[src/rtl/mem_wb_pipe_pkg.sv]
// Shared MEM/WB pipeline definitions: occupancy states, width defaults and
// the payload carried from the memory stage to writeback.
package mem_wb_pipe_pkg;

  localparam int XLEN_DEF = 64;
  localparam int RD_W_DEF = 5;

  // Occupancy of the stage: nothing held, main register only, main plus skid.
  typedef enum logic [1:0] {
    ST_EMPTY = 2'd0,
    ST_ONE   = 2'd1,
    ST_TWO   = 2'd2
  } pipe_state_t;

  // One MEM/WB entry at the default widths.
  typedef struct packed {
    logic [XLEN_DEF-1:0] mem_data;
    logic [XLEN_DEF-1:0] alu_result;
    logic [XLEN_DEF-1:0] pc;
    logic [RD_W_DEF-1:0] rd;
    logic                reg_write;
    logic                mem_to_reg;
    logic                jump;
  } mem_wb_payload_t;

endpackage

[src/rtl/mem_wb_pipe_entry_reg.sv]
// One held pipeline entry: loads a full payload when enabled, otherwise keeps
// its contents. Cleared to zero on reset so every head output reads zero.
module pipe_entry_reg
  import mem_wb_pipe_pkg::*;
#(
  parameter type payload_t = mem_wb_payload_t
) (
  input  logic     clk,
  input  logic     reset,
  input  logic     load,
  input  payload_t d,
  output payload_t q
);

  payload_t q_r;

  // Payload storage: clear on reset, capture on load, otherwise hold.
  always_ff @(posedge clk) begin
    if (reset) begin
      q_r <= '0;
    end else if (load) begin
      q_r <= d;
    end else begin
      q_r <= q_r;
    end
  end

  assign q = q_r;

endmodule

[src/rtl/mem_wb_pipe.sv]
// MEM/WB pipeline register with valid/ready handshakes. SKID_EN=1 gives a
// two-entry skid buffer whose in_ready is registered (no out_ready->in_ready
// path); SKID_EN=0 gives a single entry with a combinational in_ready.
module mem_wb_pipe
  import mem_wb_pipe_pkg::*;
#(
  parameter int XLEN    = XLEN_DEF,
  parameter int RD_W    = RD_W_DEF,
  parameter int SKID_EN = 1
) (
  input  logic            clk,
  input  logic            reset,
  input  logic            flush,
  input  logic            in_valid,
  output logic            in_ready,
  input  logic [XLEN-1:0] mem_data_in,
  input  logic [XLEN-1:0] alu_result_in,
  input  logic [XLEN-1:0] pc_in,
  input  logic [RD_W-1:0] rd_in,
  input  logic            RegWrite_in,
  input  logic            MemtoReg_in,
  input  logic            Jump_in,
  output logic            out_valid,
  input  logic            out_ready,
  output logic [XLEN-1:0] mem_data_out,
  output logic [XLEN-1:0] alu_result_out,
  output logic [XLEN-1:0] pc_out,
  output logic [RD_W-1:0] rd_out,
  output logic            RegWrite_out,
  output logic            MemtoReg_out,
  output logic            Jump_out,
  output logic [XLEN-1:0] wb_data_out
);

  // Payload layout at this instance's widths (same field order as the package type).
  typedef struct packed {
    logic [XLEN-1:0] mem_data;
    logic [XLEN-1:0] alu_result;
    logic [XLEN-1:0] pc;
    logic [RD_W-1:0] rd;
    logic            reg_write;
    logic            mem_to_reg;
    logic            jump;
  } payload_t;

  pipe_state_t state_r;
  pipe_state_t next_state_s;
  payload_t    in_pay_s;
  payload_t    main_d_s;
  payload_t    main_q_s;
  payload_t    skid_q_s;
  logic        main_load_s;
  logic        skid_load_s;
  logic        accept_s;
  logic        retire_s;
  logic        in_ready_s;
  logic        out_valid_s;

  assign in_pay_s = '{mem_data:   mem_data_in,
                      alu_result: alu_result_in,
                      pc:         pc_in,
                      rd:         rd_in,
                      reg_write:  RegWrite_in,
                      mem_to_reg: MemtoReg_in,
                      jump:       Jump_in};

  assign out_valid_s = (state_r != ST_EMPTY);
  assign accept_s    = in_valid & in_ready_s;
  assign retire_s    = out_valid_s & out_ready;

  generate
    if (SKID_EN != 0) begin : g_skid_ready
      logic in_ready_r;

      // Registered ready: stage can take another entry unless it will be full.
      always_ff @(posedge clk) begin
        if (reset) begin
          in_ready_r <= 1'b1;
        end else begin
          in_ready_r <= (next_state_s != ST_TWO);
        end
      end

      assign in_ready_s = in_ready_r;
    end else begin : g_single_ready
      assign in_ready_s = ~out_valid_s | out_ready;
    end
  endgenerate

  // State register: occupancy of main/skid entries.
  always_ff @(posedge clk) begin
    if (reset) begin
      state_r <= ST_EMPTY;
    end else begin
      state_r <= next_state_s;
    end
  end

  // Next-state logic; flush empties the stage and discards a same-cycle accept.
  always_comb begin
    next_state_s = state_r;
    if (flush) begin
      next_state_s = ST_EMPTY;
    end else begin
      case (state_r)
        ST_EMPTY: begin
          if (accept_s) begin
            next_state_s = ST_ONE;
          end else begin
            next_state_s = ST_EMPTY;
          end
        end
        ST_ONE: begin
          if (accept_s && retire_s) begin
            next_state_s = ST_ONE;
          end else if (accept_s) begin
            next_state_s = (SKID_EN != 0) ? ST_TWO : ST_ONE;
          end else if (retire_s) begin
            next_state_s = ST_EMPTY;
          end else begin
            next_state_s = ST_ONE;
          end
        end
        ST_TWO: begin
          if (retire_s) begin
            next_state_s = ST_ONE;
          end else begin
            next_state_s = ST_TWO;
          end
        end
        default: begin
          next_state_s = ST_EMPTY;
        end
      endcase
    end
  end

  // Load enables: main takes the new entry (or the skid entry when draining TWO).
  always_comb begin
    main_load_s = 1'b0;
    skid_load_s = 1'b0;
    main_d_s    = in_pay_s;
    if (flush) begin
      main_load_s = 1'b0;
      skid_load_s = 1'b0;
    end else begin
      case (state_r)
        ST_EMPTY: begin
          main_load_s = accept_s;
        end
        ST_ONE: begin
          main_load_s = accept_s & retire_s;
          skid_load_s = accept_s & ~retire_s & (SKID_EN != 0);
        end
        ST_TWO: begin
          main_load_s = retire_s;
          main_d_s    = skid_q_s;
        end
        default: begin
          main_load_s = 1'b0;
          skid_load_s = 1'b0;
        end
      endcase
    end
  end

  pipe_entry_reg #(.payload_t(payload_t)) u_main (
    .clk   (clk),
    .reset (reset),
    .load  (main_load_s),
    .d     (main_d_s),
    .q     (main_q_s)
  );

  pipe_entry_reg #(.payload_t(payload_t)) u_skid (
    .clk   (clk),
    .reset (reset),
    .load  (skid_load_s),
    .d     (in_pay_s),
    .q     (skid_q_s)
  );

  assign in_ready       = in_ready_s;
  assign out_valid      = out_valid_s;
  assign mem_data_out   = main_q_s.mem_data;
  assign alu_result_out = main_q_s.alu_result;
  assign pc_out         = main_q_s.pc;
  assign rd_out         = main_q_s.rd;
  assign MemtoReg_out   = main_q_s.mem_to_reg;
  assign Jump_out       = main_q_s.jump;
  // Writes to x0 and empty heads never reach the register file.
  assign RegWrite_out   = main_q_s.reg_write & out_valid_s & (main_q_s.rd != {RD_W{1'b0}});

  // Writeback select: jump link address, then load data, then ALU result.
  always_comb begin
    wb_data_out = main_q_s.alu_result;
    if (main_q_s.jump) begin
      wb_data_out = main_q_s.pc + {{(XLEN-3){1'b0}}, 3'd4};
    end else if (main_q_s.mem_to_reg) begin
      wb_data_out = main_q_s.mem_data;
    end else begin
      wb_data_out = main_q_s.alu_result;
    end
  end

endmodule

[config.mk]
export PLATFORM = sky130hd
export DESIGN_NAME = mem_wb_pipe
export DESIGN_NICKNAME = d
export VERILOG_FILES = /design/src/rtl/mem_wb_pipe_pkg.sv /design/src/rtl/mem_wb_pipe_entry_reg.sv /design/src/rtl/mem_wb_pipe.sv
export SDC_FILE = /design/constraint.sdc
export NUM_CORES = 1
export LEC_CHECK = 0
export CORE_UTILIZATION = 43
export DETAILED_ROUTE_END_ITERATION = 8
export GPL_TIMING_DRIVEN = 0
export PLACE_DENSITY = 0.76
export SLEW_MARGIN = 20
export SYNTH_ARGS = -nofsm -noshare
export SYNTH_HDL_FRONTEND = slang
export SYNTH_SLANG_ARGS = --single-unit
export TNS_END_PERCENT = 20
[constraint.sdc]
create_clock -name clk -period 4.3 [get_ports clk]
set_input_delay 0.86 -clock clk [delete_from_list [all_inputs] [get_ports clk]]
set_output_delay 0.86 -clock clk [all_outputs]
set_load 0.005 [all_outputs]
* Word level (Yosys, flattened, before mapping)
Index checks and enable logic that the tools add are counted.
** Operators by class
- Add/subtract/negate cells :: 1
- Multiply operators :: 0
- Div/mod/pow operators :: 0
- Magnitude comparators :: 0
- Eq/ne operators :: 3
- Shift-type cells :: 0
- Mux-type cells :: 15
- Bitwise operators :: 7
- Reduce and logical (&&, ||, !) cells :: 4
** Operators by type and width (count)
- $mux 200 :: 2
- $mux 64 :: 2
- $add 64x3->64 const B :: 1
- $mux 2 :: 4
- $and 1x1->1 :: 6
- $pmux 2 s3 :: 1
- $mux 1 :: 5
- $reduce_bool 5->1 :: 1
- $pmux 1 s3 :: 1
- $eq 2x1->1 const B :: 1
- $eq 2x2->1 const B :: 1
- $logic_not 2->1 :: 1
- $ne 2x2->1 const B :: 1
- $reduce_bool 2->1 :: 1
- $logic_and 1x1->1 :: 1
- $not 1->1 :: 1
** Word-level totals
- Register bits :: 403
- Bits in latches :: 0
- Memory bits (writable) :: 0
- Memory bits (read-only) :: 0
- Input bits :: 205
- Output and inout port bits :: 266
- Logic and storage cells :: 46
- Memories :: 0

* Depth between registers and ports, before layout
Gate-level depths: netlist (run 1).
- Word-level depth :: 8
- Mapped depth :: 11

* Hierarchy
From an unflattened synthesis (run 1), not the netlist that was laid out.
** Unflattened totals
- Cells, all modules :: 1975
- Area, all modules :: 19736.4 um^2
** Modules (own cells, without submodules)
- pipe_entry_reg :: instances 2, cells each 644, area an instance 7194.4 um^2
- mem_wb_pipe :: instances 1, cells each 687, area an instance 5347.6 um^2

* Worst setup path after synthesis (run 1)
OpenSTA, ideal clock, no wires.
- Kind :: register to output
- Start point :: register u_main.q_r, in the netlist u_main.q[10]
- End point :: output port wb_data_out[56]
- Arrival :: 2.366 ns
- Path slack :: 1.074 ns
- Cell stages (with the launch flop) :: 8
- Buffers on the path :: 1
- Path through :: dfxtp_1 -> ha_1 -> and4_1 -> nand3_1 -> or4b_1 -> buf_2 -> or4_1 -> and3_1
** On the way
- Longest elaborated chain between the ends :: 2
** RTL lines
- from (decl) :: RTL line mem_wb_pipe_entry_reg.sv:15 : payload_t q_r;
- from (signal assigned) :: RTL line mem_wb_pipe_entry_reg.sv:24 : q_r <= q_r;
- $add 64x3->64 :: RTL line mem_wb_pipe.sv:198 : wb_data_out = main_q_s.pc + {{(XLEN-3){1'b0}}, 3'd4};
- $mux 64 :: RTL line mem_wb_pipe.sv:197 : if (main_q_s.jump) begin
- to (decl) :: RTL line mem_wb_pipe.sv:32 : output logic [XLEN-1:0] wb_data_out
No other way between the ends.

* Worst setup path in the final report (run 1)
- Start point :: register u_main.q_r, in the netlist u_main.q[1]
- End point :: output port wb_data_out[34]
** On the way
- Longest elaborated chain between the ends :: 2
** RTL lines
- $mux 64 :: RTL line mem_wb_pipe.sv:199 : end else if (main_q_s.mem_to_reg) begin
- $mux 64 :: RTL line mem_wb_pipe.sv:197
No other way between the ends.

==> metrics.yaml, run 1 <==
fmax_mhz: 232
final_core_utilization: 0.597
num_rows: 78
top_fanout_value_on_the_critical_path: 10
run_status: "complete, but fails checks"
final.setup_skew_ns: 0.0202
fill_cells: 3924
synthesis.area_mm2: 0.0198
finalWirelength_um: 77700
dieArea_mm2: 0.0469
min_period_over_period: 1.00
setup.worst_path.start_class: "register"
overflow: 0
cts_root_buffer: "clkbuf_16"
hpwl_um: 58800
critPathKind: "register to output port"
comb_power_share: 0.181
switching_power_mw: 2.66
die_height_um: 217
slew_headroom: 0.210
required_time_of_the_critical_path_ns: 3.44
number_of_antenna_violations_at_the_first_check_in_global_routing: 15
ys_seq_area_frac: 0.407
synthesized_netlist_cell_count: 2420
grt_first_pass_wirelength_um: 112000
setup_slack_on_the_worst_flop_to_flop_path_ns: 1.00
worstPathCellList: "clkbuf_2 -> buf_2 -> clkbuf_1 -> a211oi_1 -> a21oi_1 -> clkdlybuf4s50_1"
synth.distinct_cells: 41
finalSetupViolCount: 1
drt.antenna.violating_nets: 0
p_sw_frac: 0.272
routed_via_density: 5.52
maxSlewViolCount: 0
drive_gt1_frac: 0.122
power_frac_seq: 0.420
design.final.nets: 3156
first_pass_detailed_route_iteration_total: 5
power-per-cell-area_mw_per_mm2: 360
cts.htree.levels: 2
layout_commonest_cell: "clkdlybuf4s50_1"
route.vias.total: 19839
core_mm2: 0.0454
numCtsBuffers: 45
post_cts_hold_buffer_count: 0
place.gp.congestion: 0.947
max-cap-violations: 0
yosys_register_bits: 403
initial_core_util: 0.436
grt_max_degree: 14
count_of_endpoints_failing_hold_in_the_final_timing_report: 0
hold-path-cell-count: 2
clk-insertion-delay-late_ns: 0.58
path_clk_slew_ns: 0.06
total_drc_errors_in_the_routed_layout: 0
fin_total_pwr_mw: 9.76
power.ir.vdd_worst_uv: 299
avg_inst_size_synth_um2: 8.18
detailed_route_wire_length_per_cell_um: 21.6
power_leakage_nw: 9.32
critical-path-slowest-cell: "clkdlybuf4s50_1"
worstSetupPathDepth: 6
global_route.usage.total: 0.315
period_needed_ns: 4.31
failed_checks: "negative setup slack"
synth_top_area_cell: "dfxtp_1"
ioPinCount: 471
cts_sinks: 403
slowest_delay_ns: 0.56
tightest_slew_ns: 1.19
cp.arrival_ns: 3.45
synth_area_leaders: "dfxtp_1, mux2i_1, a211oi_1"
final_cell_mix: "clkdlybuf4s50_1, nand2_1, dfxtp_1"
hold_path_class: "register to register"
cp_top_family: "buffers and inverters"
synth.yosys.warnings: 0
timing.final.ws_setup_ns: -0.0125
clock_tree.buffer_depth: 3
io_buffer_count: 469
worst-path-buf-inv: 4
cell_internal_pwr_mw: 7.11
grt_pass1_vias: 18770
pwr-share-clk: 0.399
yosys.area.top_type_share: 0.407
worst-r2r-cell-count: 11
rsz_0062_raised_after_global_routing: "yes"
area_delta_synth_final_pct: 36.7
syn-num-nets: 2629
first_iter_violations: 1743
die_width_um: 217
worstSetupEndpointType: "output port"
cts_tree: "yes"
==> flip-flops by register name (all words and copies together), names as in the netlist <==
name / cells
in_ready: 1
u_main.q: 200
u_skid.q: 200
state_r: 2
==> worst reg2reg max path: stages (launching register included) <==
cell and delay, ns:
dfxtp_1 0.41, or2_2 0.24, nand2_1 0.12, inv_1 0.08
ha_1 0.13, nand2_1 0.05, a21o_1 0.18, a21oi_1 0.26
clkbuf_1 0.78, clkbuf_1 0.54, nor2_1 0.14, a211oi_1 0.27
==> cell families after synthesis <==
kind of cell,count (synthesis),synth area share
AND/OR/NAND/NOR,824,0.181
AO/OA/AOI/OAI,544,0.172
flip-flops,403,0.407
buffers and inverters,396,0.113
multiplexers,210,0.106
XOR/XNOR,39,0.0172
adder cells (fa/ha/maj),4,0.00253
==> per-stage QoR <==
step	std cells	setup TNS (ns)	cell area [um2]	worst slack [ns]	hold slack [ns]
floorplan	2420	0	19800	1.07	0.436
global placement	3489	-0.0992	25300	-0.0473	0.441
detailed placement	3489	-0.214	25300	-0.122	0.446
CTS	3577	-0.0898	26900	-0.0473	0.454
global route	3588	-0.378	27100	-0.111	0.470
finish	3591	-0.0125	27100	-0.0125	0.452
==> layout make-up <==
| class | count | area [um2] | area share |
|---|---|---|---|
| diodes | 10 | 25.0 | 0.000924 |
| plain buffers | 389 | 2240 | 0.0826 |
| clock buffers | 61 | 1320 | 0.0487 |
| clock inverters | 20 | 173 | 0.00638 |
| inverters | 6 | 22.5 | 0.000832 |
| multi-input cells | 1621 | 9660 | 0.357 |
| flip-flops and latches | 403 | 8110 | 0.299 |
| well taps | 600 | 751 | 0.0277 |
| repair buffers | 481 | 4790 | 0.177 |
==> final timing paths <==
path                               startpoint         endpoint
worst max register to register     state_r[1]     u_main.q[12]
worst max-delay path              u_main.q[1]  wb_data_out[34]
worst min-delay path            u_skid.q[114]    u_skid.q[114]
worst min register to register  u_skid.q[114]    u_skid.q[114]
==> power groups by stage <==
| stage | Sequential, mW | Clock, mW | Combinational [mW] |
|---|---|---|---|
| final | 4.10 | 3.90 | 1.76 |
| after global routing | 4.12 | 4.07 | 1.86 |
| after floorplan | 4.09 | 0 | 0.776 |
| after global placement | 4.16 | 0 | 1.70 |
| after detailed placement | 4.17 | 0 | 1.72 |
| after CTS | 4.09 | 3.92 | 1.74 |
==> Yosys cell counts <==
cell type,count
nor4_1,6
inv_1,6
or3_1,15
o31ai_1,5
a21o_1,1
buf_4,197
or4b_1,1
nor4_2,2
o21ai_0,25
o311a_1,1
or4_1,9
nand4_1,24
a21oi_1,237
or3b_2,1
nand4_4,1
nor3_1,8
buf_1,11
nand2_1,437
ha_1,4
and3_1,12
mux2i_1,210
nor2b_1,60
a22oi_1,1
and3b_1,1
nand3_1,24
nand3b_1,2
nor3_2,1
or2_2,1
nor4_4,1
xor2_1,25
nand4b_1,3
and2_1,3
clkbuf_1,168
nor2_1,207
a211oi_1,256
buf_2,13
a31oi_1,18
xnor2_1,14
dfxtp_1,403
and4_1,5
clkbuf_2,1
==> per-layer routing <==
metal,track usage,vias to the layer above,part of all wire,wire [um]
li1,-,9252,-,-
met1,0.394,9504,0.41,31600
met2,0.523,876,0.47,36400
met3,0.0606,197,0.080,6230
met4,0.145,10,0.044,3450
met5,0,-,0.00084,65
==> repair_timing <==
item,CTS,global route
pin swaps,4,9
endpoints found under the setup margin,63,21
resized for setup,44,36
cloned,0,0
setup buffers,8,4
(Power assumes the default switching activity.)
==> run 2, diff against run 1 <==
--- a/config.mk
+++ b/config.mk
@@ -5,10 +5,12 @@
 export SDC_FILE = /design/constraint.sdc
 export NUM_CORES = 1
 export LEC_CHECK = 0
+export CAP_MARGIN = 5
 export CORE_UTILIZATION = 43
 export DETAILED_ROUTE_END_ITERATION = 8
 export GPL_TIMING_DRIVEN = 0
 export PLACE_DENSITY = 0.76
+export RECOVER_POWER = 25
 export SLEW_MARGIN = 20
 export SYNTH_ARGS = -nofsm -noshare
 export SYNTH_HDL_FRONTEND = slang
==> run 2 against run 1 <==
  * The flow still finishes with violations (negative setup slack)
  * Count of clock-buffer cells in the layout unchanged
  * Clock power hardly changed
  * Combinational power shrank 2%
  * Critical endpoint is now wb_data_out[52]
  * Largest power group unchanged
==> metrics.yaml, run 2 (synthesis results as in run 1) <==
tightest_slew_ns: 1.19  # about the same
hold-path-cell-count: 2  # unchanged
die_width_um: 217  # unchanged
count_of_endpoints_failing_hold_in_the_final_timing_report: 0  # unchanged
rsz_0062_raised_after_global_routing: "yes"  # unchanged
layout_commonest_cell: "nand2_1"  # was clkdlybuf4s50_1
power_leakage_nw: 9.50  # was 9.32 nW
route.vias.total: 19837  # was 19839
required_time_of_the_critical_path_ns: 3.44  # about the same
fill_cells: 3950  # was 3924
num_rows: 78  # unchanged
worstSetupPathDepth: 7  # was 6
area_delta_synth_final_pct: 36.4  # was 36.7%
maxSlewViolCount: 0  # unchanged
finalWirelength_um: 77500  # was 77700 um
cts_tree: "yes"  # unchanged
min_period_over_period: 1.00  # about the same
max-cap-violations: 0  # unchanged
run_status: "complete, but fails checks"  # unchanged
top_fanout_value_on_the_critical_path: 6  # was 10
detailed_route_wire_length_per_cell_um: 21.6  # about the same
overflow: 0  # unchanged
hold_path_class: "register to register"  # unchanged
holdWs_ns: 0.452  # about the same
die_height_um: 217  # unchanged
clk-insertion-delay-late_ns: 0.58  # about the same
fin_total_pwr_mw: 9.71  # was 9.76 mW
numCtsBuffers: 45  # unchanged
fmax_mhz: 232  # about the same
drt.antenna.violating_nets: 0  # unchanged
path_clk_slew_ns: 0.06  # about the same
final_cell_mix: "nand2_1, dfxtp_1, clkdlybuf4s50_1"  # was clkdlybuf4s50_1, nand2_1, dfxtp_1
power.ir.vdd_worst_uv: 298  # was 299 uV
io_buffer_count: 469  # unchanged
grt_pass1_vias: 18770  # unchanged
slowest_delay_ns: 0.54  # was 0.56 ns
grt_max_degree: 14  # unchanged
ioPinCount: 471  # unchanged
finalNonFillerCells: 3591  # unchanged
post_cts_hold_buffer_count: 0  # unchanged
number_of_antenna_violations_at_the_first_check_in_global_routing: 15  # unchanged
total_drc_errors_in_the_routed_layout: 0  # unchanged
global_route.usage.total: 0.315  # unchanged
hpwl_um: 58800  # unchanged
worst-path-buf-inv: 2  # was 4
place.gp.congestion: 0.947  # unchanged
worst-r2r-cell-count: 11  # unchanged
routed_via_density: 5.52  # about the same
first_iter_violations: 1798  # was 1743
failed_checks: "negative setup slack"  # unchanged
slew_headroom: 0.209  # was 0.210
grt_first_pass_wirelength_um: 112000  # unchanged
design.final.nets: 3156  # unchanged
cp_top_family: "simple AND/OR/NAND/NOR gates"  # was buffers and inverters
period_needed_ns: 4.31  # about the same
power-per-cell-area_mw_per_mm2: 360  # about the same
timing.final.ws_setup_ns: -0.00555  # was -0.0125 ns
worstSetupEndpointType: "output port"  # unchanged
cts.htree.levels: 2  # unchanged
critPathKind: "register to output port"  # unchanged
post-place-cells: 3489  # unchanged
initial_core_util: 0.436  # unchanged
worstPathCellList: "nand3_4 -> nor4_4 -> nand4_1 -> buf_4 -> or4_1 -> a31oi_2 -> clkdlybuf4s50_1"  # was clkbuf_2 -> buf_2 -> clkbuf_1 -> a211oi_1 -> a21oi_1 -> clkdlybuf4s50_1
cp.arrival_ns: 3.45  # about the same
first_pass_detailed_route_iteration_total: 7  # was 5
final_core_utilization: 0.595  # was 0.597
critical-path-slowest-cell: "clkdlybuf4s50_1"  # unchanged
clock_tree.buffer_depth: 3  # unchanged
cts_sinks: 403  # unchanged
drive_gt1_frac: 0.114  # was 0.122
core_mm2: 0.0454  # unchanged
finalSetupViolCount: 1  # unchanged
dieArea_mm2: 0.0469  # unchanged
cts_root_buffer: "clkbuf_16"  # unchanged
final.setup_skew_ns: 0.0167  # was 0.0202 ns
setup.worst_path.start_class: "register"  # unchanged
-- run 2: path summary, 6_finish.rpt --
path	from	end	slack [ns]
hold reg to reg	u_skid.q[114]	u_skid.q[114]	0.45
setup reg to reg	state_r[1]	u_main.q[12]	1.00
hold / removal	u_skid.q[114]	u_skid.q[114]	0.45
setup / recovery	u_main.q[30]	wb_data_out[52]	-0.006
-- run 2: repair_timing --
action,4_1_cts,5_1_grt
buffers inserted,8,4
resized for setup,44,36
pin swaps,4,9
endpoints found under the setup margin,63,21
-- run 2: final cells by class --
cell class / instances / area [um2] / area share
Multi-Input combinational cell: 1621 / 9660 / 0.358
Sequential cell: 403 / 8100 / 0.300
Timing Repair Buffer: 481 / 4790 / 0.177
Buffer: 389 / 2180 / 0.0807
Clock buffer: 61 / 1320 / 0.0488
Tap cell: 600 / 751 / 0.0278
Clock inverter: 20 / 173 / 0.00639
Antenna cell: 10 / 25.0 / 0.000926
Inverter: 6 / 22.5 / 0.000834
-- run 2: power by group --
| part | internal (mW) | switching [mW] | leakage [nW] |
|---|---|---|---|
| logic | 0.896 | 0.828 | 5.47 |
| registers | 3.90 | 0.197 | 3.29 |
| clock network | 2.27 | 1.62 | 0.738 |
| total | 7.07 | 2.64 | 9.50 |
-- run 2: routing by layer --
| metal | vias up | part of all wire | GRT usage |
|---|---|---|---|
| met2 | 922 | 0.46 | 0.523 |
| met1 | 9437 | 0.41 | 0.394 |
| met5 | - | 0.00085 | 0 |
| li1 | 9253 | - | - |
| met3 | 215 | 0.080 | 0.0606 |
| met4 | 10 | 0.048 | 0.145 |
-- run 2: worst reg2reg max path, cell delays in order, from the launching register on --
cell and delay [ns]:
dfxtp_1 0.40, or2_2 0.24, nand2_1 0.12, inv_1 0.08, ha_1 0.13, nand2_1 0.05
a21o_1 0.18, a21oi_1 0.25, clkbuf_1 0.79, clkbuf_1 0.54, nor2_1 0.14, a211oi_1 0.27
-- run 2: stage by stage --
stage / setup TNS (ns) / instance area (um2) / setup slack (ns)
3_5_place_dp: -0.214 / 25300 / -0.122
2_1_floorplan: 0 / 19800 / 1.07
4_1_cts: -0.0898 / 26900 / -0.0473
3_3_place_gp: -0.0992 / 25300 / -0.0473
5_1_grt: -0.496 / 27000 / -0.111
6_report: -0.00555 / 27000 / -0.00555
==> run 3, diff against run 2 <==
--- a/config.mk
+++ b/config.mk
@@ -6,6 +6,7 @@
 export NUM_CORES = 1
 export LEC_CHECK = 0
 export CAP_MARGIN = 5
+export CORE_MARGIN = 10
 export CORE_UTILIZATION = 43
 export DETAILED_ROUTE_END_ITERATION = 8
 export GPL_TIMING_DRIVEN = 0
==> run 3 against run 2 <==
  * The flow now finishes without violations
  * Via count decreased by 0.58%
  * Non-clock buffer count decreased by 2
  * First-iteration DRC count decreased by 3.1%
  * Sequential power about the same
  * Sequential share of layout area decreased by 0.089 points
  * Clock power increased by 4%
  * Die area increased by 17%
==> metrics.yaml, run 3 (synthesis results as in run 1) <==
run_status: "finished, final reports clean"  # was complete, but fails checks
worstSetupEndpointType: "output port"  # unchanged
drive_gt1_frac: 0.113  # was 0.114
power_leakage_nw: 9.58  # was 9.50 nW
die_width_um: 235  # was 217 um
required_time_of_the_critical_path_ns: 3.44  # about the same
total_drc_errors_in_the_routed_layout: 0  # unchanged
die_height_um: 235  # was 217 um
fin_total_pwr_mw: 9.91  # was 9.71 mW
finalSetupViolCount: 0  # was 1
maxSlewViolCount: 0  # unchanged
design.final.nets: 3153  # was 3156
routed_via_density: 5.48  # was 5.52
top_fanout_value_on_the_critical_path: 7  # was 6
clk-insertion-delay-late_ns: 0.58  # about the same
setup.worst_path.start_class: "register"  # unchanged
overflow: 0  # unchanged
dieArea_mm2: 0.0550  # was 0.0469 mm2
power.ir.vdd_worst_uv: 250  # was 298 uV
period_needed_ns: 4.28  # was 4.31 ns
slew_headroom: 0.201  # was 0.209
ioPinCount: 471  # unchanged
numCtsBuffers: 44  # was 45
grt_first_pass_wirelength_um: 120000  # was 112000 um
drt.antenna.violating_nets: 0  # unchanged
max-cap-violations: 0  # unchanged
io_buffer_count: 469  # unchanged
final_cell_mix: "nand2_1, dfxtp_1, clkdlybuf4s50_1"  # unchanged
finalNonFillerCells: 3599  # was 3591
layout_commonest_cell: "nand2_1"  # unchanged
place.gp.congestion: 0.976  # was 0.947
grt_pass1_vias: 19271  # was 18770
route.vias.total: 19722  # was 19837
hpwl_um: 63500  # was 58800 um
initial_core_util: 0.435  # was 0.436
cp.arrival_ns: 3.42  # was 3.45 ns
finalWirelength_um: 81700  # was 77500 um
clock_tree.buffer_depth: 3  # unchanged
rsz_0062_raised_after_global_routing: "yes"  # unchanged
grt_max_degree: 15  # was 14
global_route.usage.total: 0.279  # was 0.315
post_cts_hold_buffer_count: 0  # unchanged
setup_slack_on_the_worst_flop_to_flop_path_ns: 1.06  # was 1.00 ns
cts_sinks: 403  # unchanged
final.setup_skew_ns: 0.0100  # was 0.0167 ns
count_of_endpoints_failing_hold_in_the_final_timing_report: 0  # unchanged
cts_root_buffer: "clkbuf_16"  # unchanged
tightest_slew_ns: 1.20  # was 1.19 ns
post-place-cells: 3489  # unchanged
cts.htree.levels: 2  # unchanged
cts_tree: "yes"  # unchanged
number_of_antenna_violations_at_the_first_check_in_global_routing: 19  # was 15
area_delta_synth_final_pct: 36.8  # was 36.4%
power-per-cell-area_mw_per_mm2: 366  # was 360 mW/mm2
min_period_over_period: 0.996  # was 1.00
critPathKind: "register to output port"  # unchanged
hold_path_class: "register to register"  # unchanged
first_pass_detailed_route_iteration_total: 6  # was 7
path_clk_slew_ns: 0.06  # about the same
first_iter_violations: 1743  # was 1798
fmax_mhz: 234  # was 232 MHz
core_mm2: 0.0455  # was 0.0454 mm2
detailed_route_wire_length_per_cell_um: 22.7  # was 21.6 um
num_rows: 78  # unchanged
[run 3: cell count changes in the layout (fill, tap and decap cells not counted), moves of 3 or more]
| cell | change |
|---|---|
| dfxtp_2 | +3 |
| diode_2 | +10 |
| clkinv_2 | -7 |
| dlygate4sd3_1 | +23 |
| bufinv_16 | +4 |
| clkbuf_4 | -15 |
| clkdlybuf4s50_1 | -22 |
| buf_4 | +17 |
[run 3: metrics by stage]
stage / instance area [um2] / utilization / hold WS, ns / setup TNS (ns) / setup WS [ns]
floorplan: 19800 / - / 0.436 / 0 / 1.07
global placement: 25300 / 0.555 / 0.441 / -0.106 / -0.0504
detailed placement: 25300 / 0.555 / 0.446 / -0.278 / -0.0855
CTS: 27000 / 0.593 / 0.454 / -0.600 / -0.104
global route: 27100 / 0.595 / 0.468 / -0.213 / -0.109
finish: 27100 / 0.596 / 0.453 / 0 / 0.0175
[run 3: metal layers]
metal  vias up  share of wire  global-route usage
met3       180          0.080              0.0606
met2       878           0.48               0.466
li1       9271              -                   -
met1      9389           0.40               0.339
met5         -        0.00035                   0
met4         4          0.039               0.121
[run 3: power breakdown]
group,switching (mW),internal (mW),leakage (nW)
clock network,1.62,2.45,0.753
registers,0.199,3.90,3.29
logic,0.847,0.897,5.53
total,2.66,7.25,9.58
[run 3: final cells by class]
type	instances	area, um2
diodes	20	50.0
plain buffers	388	2190
clock buffers	64	1290
clock inverters	17	259
fillers	4004	18400
inverters	6	22.5
multi-input cells	1621	9650
flip-flops and latches	403	8100
well taps	600	751
repair buffers	480	4780
[run 3: timing repair]
action | 4_1_cts | 5_1_grt
hold endpoints to repair | 0 | 0
endpoints found under the setup margin | 63 | 31
resized for setup | 36 | 42
pin swaps | 4 | 2
gates cloned | 0 | 0
setup buffers | 9 | 2
[run 3: worst max-delay path, cell delays in order, from the launching register on]
cell	delay [ns]
dfxtp_4	0.39
ha_2	0.21
and4_4	0.27
nand3_4	0.09
or4b_1	0.51
buf_2	0.19
or4_1	0.49
and3_1	0.22
clkdlybuf4s50_1	0.47
[run 3: worst paths after layout]
kind                                   endpoint          start  cells past startpoint
worst min register to register    u_skid.q[189]  u_skid.q[189]                      2
worst min-delay path              u_skid.q[189]  u_skid.q[189]                      2
worst max-delay path            wb_data_out[56]   u_main.q[11]                      8
worst max register to register      u_main.q[8]     state_r[0]                     11
